==> src/rtl/button_conditioner.sv <==
// Push-button conditioner: synchronizer, debounce FSM, press/release strobes
// and auto-repeat while the button is held.
module button_conditioner #(
    parameter int DEBOUNCE_CYCLES = 20000,
    parameter int REPEAT_DELAY    = 5000000,
    parameter int REPEAT_RATE     = 1000000,
    parameter int CNT_W           = 24
) (
    input  logic clk,
    input  logic rst_n,
    input  logic ena,
    input  logic btn_raw,
    output logic btn_level,
    output logic press_pulse,
    output logic release_pulse,
    output logic repeat_pulse
);

    typedef enum logic [1:0] {
        IDLE,
        PRESS_DB,
        HELD,
        RELEASE_DB
    } state_e;

    localparam logic [CNT_W-1:0] DB_C    = CNT_W'(DEBOUNCE_CYCLES);
    localparam logic [CNT_W-1:0] DELAY_C = CNT_W'(REPEAT_DELAY);
    localparam logic [CNT_W-1:0] RATE_C  = CNT_W'(REPEAT_RATE);
    localparam logic [CNT_W-1:0] ONE_C   = CNT_W'(1);
    localparam logic [CNT_W-1:0] ZERO_C  = '0;
    localparam bit               DB_ONE  = (DEBOUNCE_CYCLES <= 1);
    localparam bit               RATE_OFF = (REPEAT_RATE == 0);

    function automatic logic [CNT_W-1:0] sat_inc(input logic [CNT_W-1:0] v);
        return (&v) ? v : v + ONE_C;
    endfunction

    logic             sync1_q;
    logic             sync2_q;
    state_e           state_q, state_d;
    logic [CNT_W-1:0] db_cnt_q, db_cnt_d;
    logic [CNT_W-1:0] rep_cnt_q, rep_cnt_d;
    logic             rep_first_q, rep_first_d;
    logic             level_q, level_d;
    logic             press_q, press_d;
    logic             release_q, release_d;
    logic             repeat_q, repeat_d;
    logic [CNT_W-1:0] db_inc;
    logic [CNT_W-1:0] rep_inc;
    logic [CNT_W-1:0] rep_tgt;

    // The synchronizer keeps sampling even while the rest is frozen by ena.
    always_ff @(posedge clk or negedge rst_n) begin
        if (!rst_n) begin
            sync1_q <= 1'b0;
            sync2_q <= 1'b0;
        end else begin
            sync1_q <= btn_raw;
            sync2_q <= sync1_q;
        end
    end

    always_comb begin
        state_d     = state_q;
        db_cnt_d    = db_cnt_q;
        rep_cnt_d   = rep_cnt_q;
        rep_first_d = rep_first_q;
        level_d     = level_q;
        press_d     = 1'b0;
        release_d   = 1'b0;
        repeat_d    = 1'b0;
        db_inc      = sat_inc(db_cnt_q);
        rep_inc     = sat_inc(rep_cnt_q);
        rep_tgt     = rep_first_q ? RATE_C : DELAY_C;

        if (ena) begin
            unique case (state_q)
                IDLE: begin
                    if (sync2_q) begin
                        if (DB_ONE) begin
                            state_d     = HELD;
                            db_cnt_d    = ZERO_C;
                            level_d     = 1'b1;
                            press_d     = 1'b1;
                            rep_cnt_d   = ZERO_C;
                            rep_first_d = 1'b0;
                        end else begin
                            state_d  = PRESS_DB;
                            db_cnt_d = ONE_C;
                        end
                    end
                end
                PRESS_DB: begin
                    if (!sync2_q) begin
                        state_d  = IDLE;
                        db_cnt_d = ZERO_C;
                    end else if (db_inc >= DB_C) begin
                        state_d     = HELD;
                        db_cnt_d    = ZERO_C;
                        level_d     = 1'b1;
                        press_d     = 1'b1;
                        rep_cnt_d   = ZERO_C;
                        rep_first_d = 1'b0;
                    end else begin
                        db_cnt_d = db_inc;
                    end
                end
                HELD: begin
                    if (!sync2_q) begin
                        if (DB_ONE) begin
                            state_d   = IDLE;
                            db_cnt_d  = ZERO_C;
                            level_d   = 1'b0;
                            release_d = 1'b1;
                        end else begin
                            state_d  = RELEASE_DB;
                            db_cnt_d = ONE_C;
                        end
                    end else if (!(rep_first_q && RATE_OFF)) begin
                        // Timer only advances on cycles that stay in HELD.
                        if (rep_inc >= rep_tgt) begin
                            repeat_d    = 1'b1;
                            rep_cnt_d   = ZERO_C;
                            rep_first_d = 1'b1;
                        end else begin
                            rep_cnt_d = rep_inc;
                        end
                    end
                end
                RELEASE_DB: begin
                    if (sync2_q) begin
                        state_d  = HELD;
                        db_cnt_d = ZERO_C;
                    end else if (db_inc >= DB_C) begin
                        state_d   = IDLE;
                        db_cnt_d  = ZERO_C;
                        level_d   = 1'b0;
                        release_d = 1'b1;
                    end else begin
                        db_cnt_d = db_inc;
                    end
                end
                default: begin
                    state_d  = IDLE;
                    db_cnt_d = ZERO_C;
                end
            endcase
        end
    end

    always_ff @(posedge clk or negedge rst_n) begin
        if (!rst_n) begin
            state_q     <= IDLE;
            db_cnt_q    <= '0;
            rep_cnt_q   <= '0;
            rep_first_q <= 1'b0;
            level_q     <= 1'b0;
            press_q     <= 1'b0;
            release_q   <= 1'b0;
            repeat_q    <= 1'b0;
        end else begin
            state_q     <= state_d;
            db_cnt_q    <= db_cnt_d;
            rep_cnt_q   <= rep_cnt_d;
            rep_first_q <= rep_first_d;
            level_q     <= level_d;
            press_q     <= press_d;
            release_q   <= release_d;
            repeat_q    <= repeat_d;
        end
    end

    assign btn_level     = level_q;
    assign press_pulse   = press_q;
    assign release_pulse = release_q;
    assign repeat_pulse  = repeat_q;

endmodule

==> config.mk <==
export PLATFORM = sky130hd
export DESIGN_NAME = button_conditioner
export DESIGN_NICKNAME = d
export VERILOG_FILES = /design/src/rtl/button_conditioner.sv
export SDC_FILE = /design/constraint.sdc
export NUM_CORES = 1
export LEC_CHECK = 0
export CORE_UTILIZATION = 50
export DETAILED_ROUTE_END_ITERATION = 8
export GPL_TIMING_DRIVEN = 0
export PLACE_DENSITY = 0.78
export RECOVER_POWER = 100
export SYNTH_ARGS = -nofsm -noshare
export SYNTH_HDL_FRONTEND = slang
export SYNTH_SLANG_ARGS = --single-unit
==> constraint.sdc <==
create_clock -name clk -period 10.3 [get_ports clk]
set_input_delay 2.06 -clock clk [delete_from_list [all_inputs] [get_ports clk]]
set_output_delay 2.06 -clock clk [all_outputs]
set_load 0.02 [all_outputs]
==> results.cfg <==
[synth]
synth-edff-count = 0
async_reset_ff_frac = 1.00
synth.net_count = 455
ys_types = 67
yosys_warnings = 0
yosysTopAreaCell = dfrtp_1
synth_area_leaders = dfrtp_1, a31oi_1, nand4_1
synth-main-ff-cell = dfrtp_1
ys_seq_area_frac = 0.365
synth_area_per_cell_um2 = 8.80
netlist_instances = 444
ys_ff_latch = 57
synth_top_cell_area_share = 0.365
netlist_area_um2 = 3900

[place]
placed_area_um2 = 4100
dp.cells = 550
place_congestion = 0.926
io_buffers = 6
hpwlAfterDp_um = 6840

[power_and_ir_drop]
power_frac_comb = 0.057
seqPwrFrac = 0.534
p_leak_nw = 1.67
clkPwrFrac = 0.408
switching_power_w = 0.000117
ir_drop_mv = 0.0809
cellPowerDensity_nw_per_um2 = 105
p_int_w = 0.000319
p_sw_frac = 0.268

[timing]
drv_slew = 41
slew_headroom = -0.450
hold_viol = 0
fin_crit_sh = 0.537
finalCriticalPeriod_ns = 5.54
setup_viol = 0
hold-worst-slack_ns = 0.362
fmax_ghz = 0.181
fin_setup_tns_ns = 0
grt_setup_unrepaired = no
skew_ns = 0.0140
worst_pin_slew_ns = 2.18

[die]
rows = 31
die_w_um = 90.4
initial_core_util = 0.527
die_h_um = 90.4
fp.coreArea_um2 = 7410
io_pins = 8
die_area_um2 = 8170

[min_path]
holdCritStartpoint = sync1_q
hold_path.class = register to register

[detailed_routing]
avgViaCountPerCell = 6.60
drc_errors = 0
num_vias = 3736
post_drt_wl_per_cell_um = 17.6
first_pass_iters = 5
first_iter_violations = 403
antenna_left = 0
routed_wl_um = 9950

[clock_network]
postCtsHoldBufs = 0
post_cts_buffers = 0
cts_tree = yes
clkTransAtPathRegs_ns = 0.07
clockBufferDepth = 2
htreeDepth = 3
cts_buffers = 9
ctsResizeCount = 0
clkSinkCount = 57
cts-root-buf = clkbuf_8
clk_latency_ns = 0.35

[critical_path]
end_kind = register
start_kind = register
path_max_fanout = 10
path_class = register to register
setup.worst_path.start = rep_cnt_q[0]
worstPathArrival_ns = 5.80
crit_required_ns = 10.56
timing.rr.start = rep_cnt_q[0]

[global_route]
grt_start_max_net_pins = 41
grt_pass1_wl_um = 16800
antenna_found_initial = 0
grt_pass1_vias = 3367
grt_usage = 0.256
grt_overflow_total = 0

[layout]
stdcell_count = 566
regArea_um2 = 1430
multi_input_area_um2 = 2240
nNetsFinal = 473
final_util = 0.563
fillerInstances = 670
layout-drive-gt1-share = 0.0792
n_antenna_cell = 0
finish.instance_area_um2 = 4170
syn_to_final_growth_pct = 6.76

[run_status]
violations = max-capacitance violations, max-slew violations
status = finished, violations left

[run]
drv_cap = 1
==> cell usage after synthesis, drive strengths merged, types with 10 or more instances <==
master	count
dfrtp	57
nand2	30
a31oi	27
nor2	27
nand3	24
nand4	24
a21oi	22
o21ai	21
and2	16
clkbuf	16
buf	13
inv	10
==> power groups by stage <==
stage / registers (W) / logic [W] / clock network (W)
after detailed placement: 0.000237 / 0.0000266 / 0
after floorplan: 0.000236 / 0.0000161 / 0
after CTS: 0.000233 / 0.0000267 / 0.000180
after global routing: 0.000234 / 0.0000281 / 0.000191
after global placement: 0.000237 / 0.0000252 / 0
final: 0.000233 / 0.0000249 / 0.000178
==> placed cells by master, fill, tap and decap left out, drive strengths merged, types with 7 or more instances in the layout <==
cell	instances
xor2	7
a41oi	7
inv	10
clkbuf	34
nor2	27
a31oi	27
and3	9
nor4	8
and2	16
a21oi	22
nor3	8
nand2b	8
nand4	24
o21ai	21
nand3	24
dfrtp	57
and4	7
ha	7
o31ai	8
nand2	30
==> sequential cells by signal (all words and copies together) (netlist names), named ones only <==
register,count
rep_first_q,1
rep_cnt_q,24
repeat_pulse,1
press_pulse,1
sync1_q,1
release_pulse,1
sync2_q,1
state_q,1
btn_level,1
db_cnt_q,24
==> critical path, cell delays in order, from the launching register on <==
cell	delay, ns
dfrtp_1	0.40
ha_1	0.17
clkbuf_1	0.33
nand3_1	0.17
nor4_1	0.47
nand3_1	0.24
clkbuf_1	0.30
and2_0	0.25
and3_1	0.23
xor2_1	0.16
ha_1	0.33
nand3_1	0.11
a21oi_1	0.04
o21ai_0	0.08
o31ai_1	0.09
a21o_1	0.20
a211oi_1	0.55
clkbuf_1	0.52
clkbuf_1	0.52
nand2_1	0.10
a31oi_1	0.19
==> stage by stage <==
step	worst slack, ns	power, W
final	4.76	0.000436
after CTS	5.73	0.000440
after global routing	4.39	0.000453
after global placement	5.37	0.000262
after detailed placement	5.76	0.000264
after floorplan	6.60	0.000252
==> metal layers <==
| metal | vias to the layer above | global-route usage | share of wire |
|---|---|---|---|
| li1 | 1756 | - | - |
| met2 | 126 | 0.368 | 0.44 |
| met5 | - | 0 | 0 |
| met3 | 21 | 0.0328 | 0.051 |
| met4 | 0 | 0.102 | 0.022 |
| met1 | 1833 | 0.388 | 0.48 |
==> cell type report <==
class / count / area share
Sequential cell: 57 / 0.342
Inverter: 10 / 0.00900
Tap cell: 99 / 0.0297
Clock inverter: 7 / 0.00900
Clock buffer: 9 / 0.0297
Timing Repair Buffer: 7 / 0.0138
Multi-Input combinational cell: 348 / 0.538
Buffer: 29 / 0.0288
==> logic make-up after synthesis <==
group           share of synthesized area
compound gates                      0.252
xor+xnor                           0.0269
fa+ha+maj                          0.0224
buf+inv                            0.0477
flops                               0.365
mux                               0.00833
simple gates                        0.277
==> final timing paths <==
kind	end	slack, ns	depth (start not counted)
max	rep_cnt_q[2]	4.76	20
min	sync2_q	0.36	0
max reg2reg	rep_cnt_q[2]	4.76	20
min reg2reg	sync2_q	0.36	0
max in group asynchronous	btn_level	5.91	2
min in group asynchronous	db_cnt_q[10]	1.85	1
(Power assumes the default switching activity.)
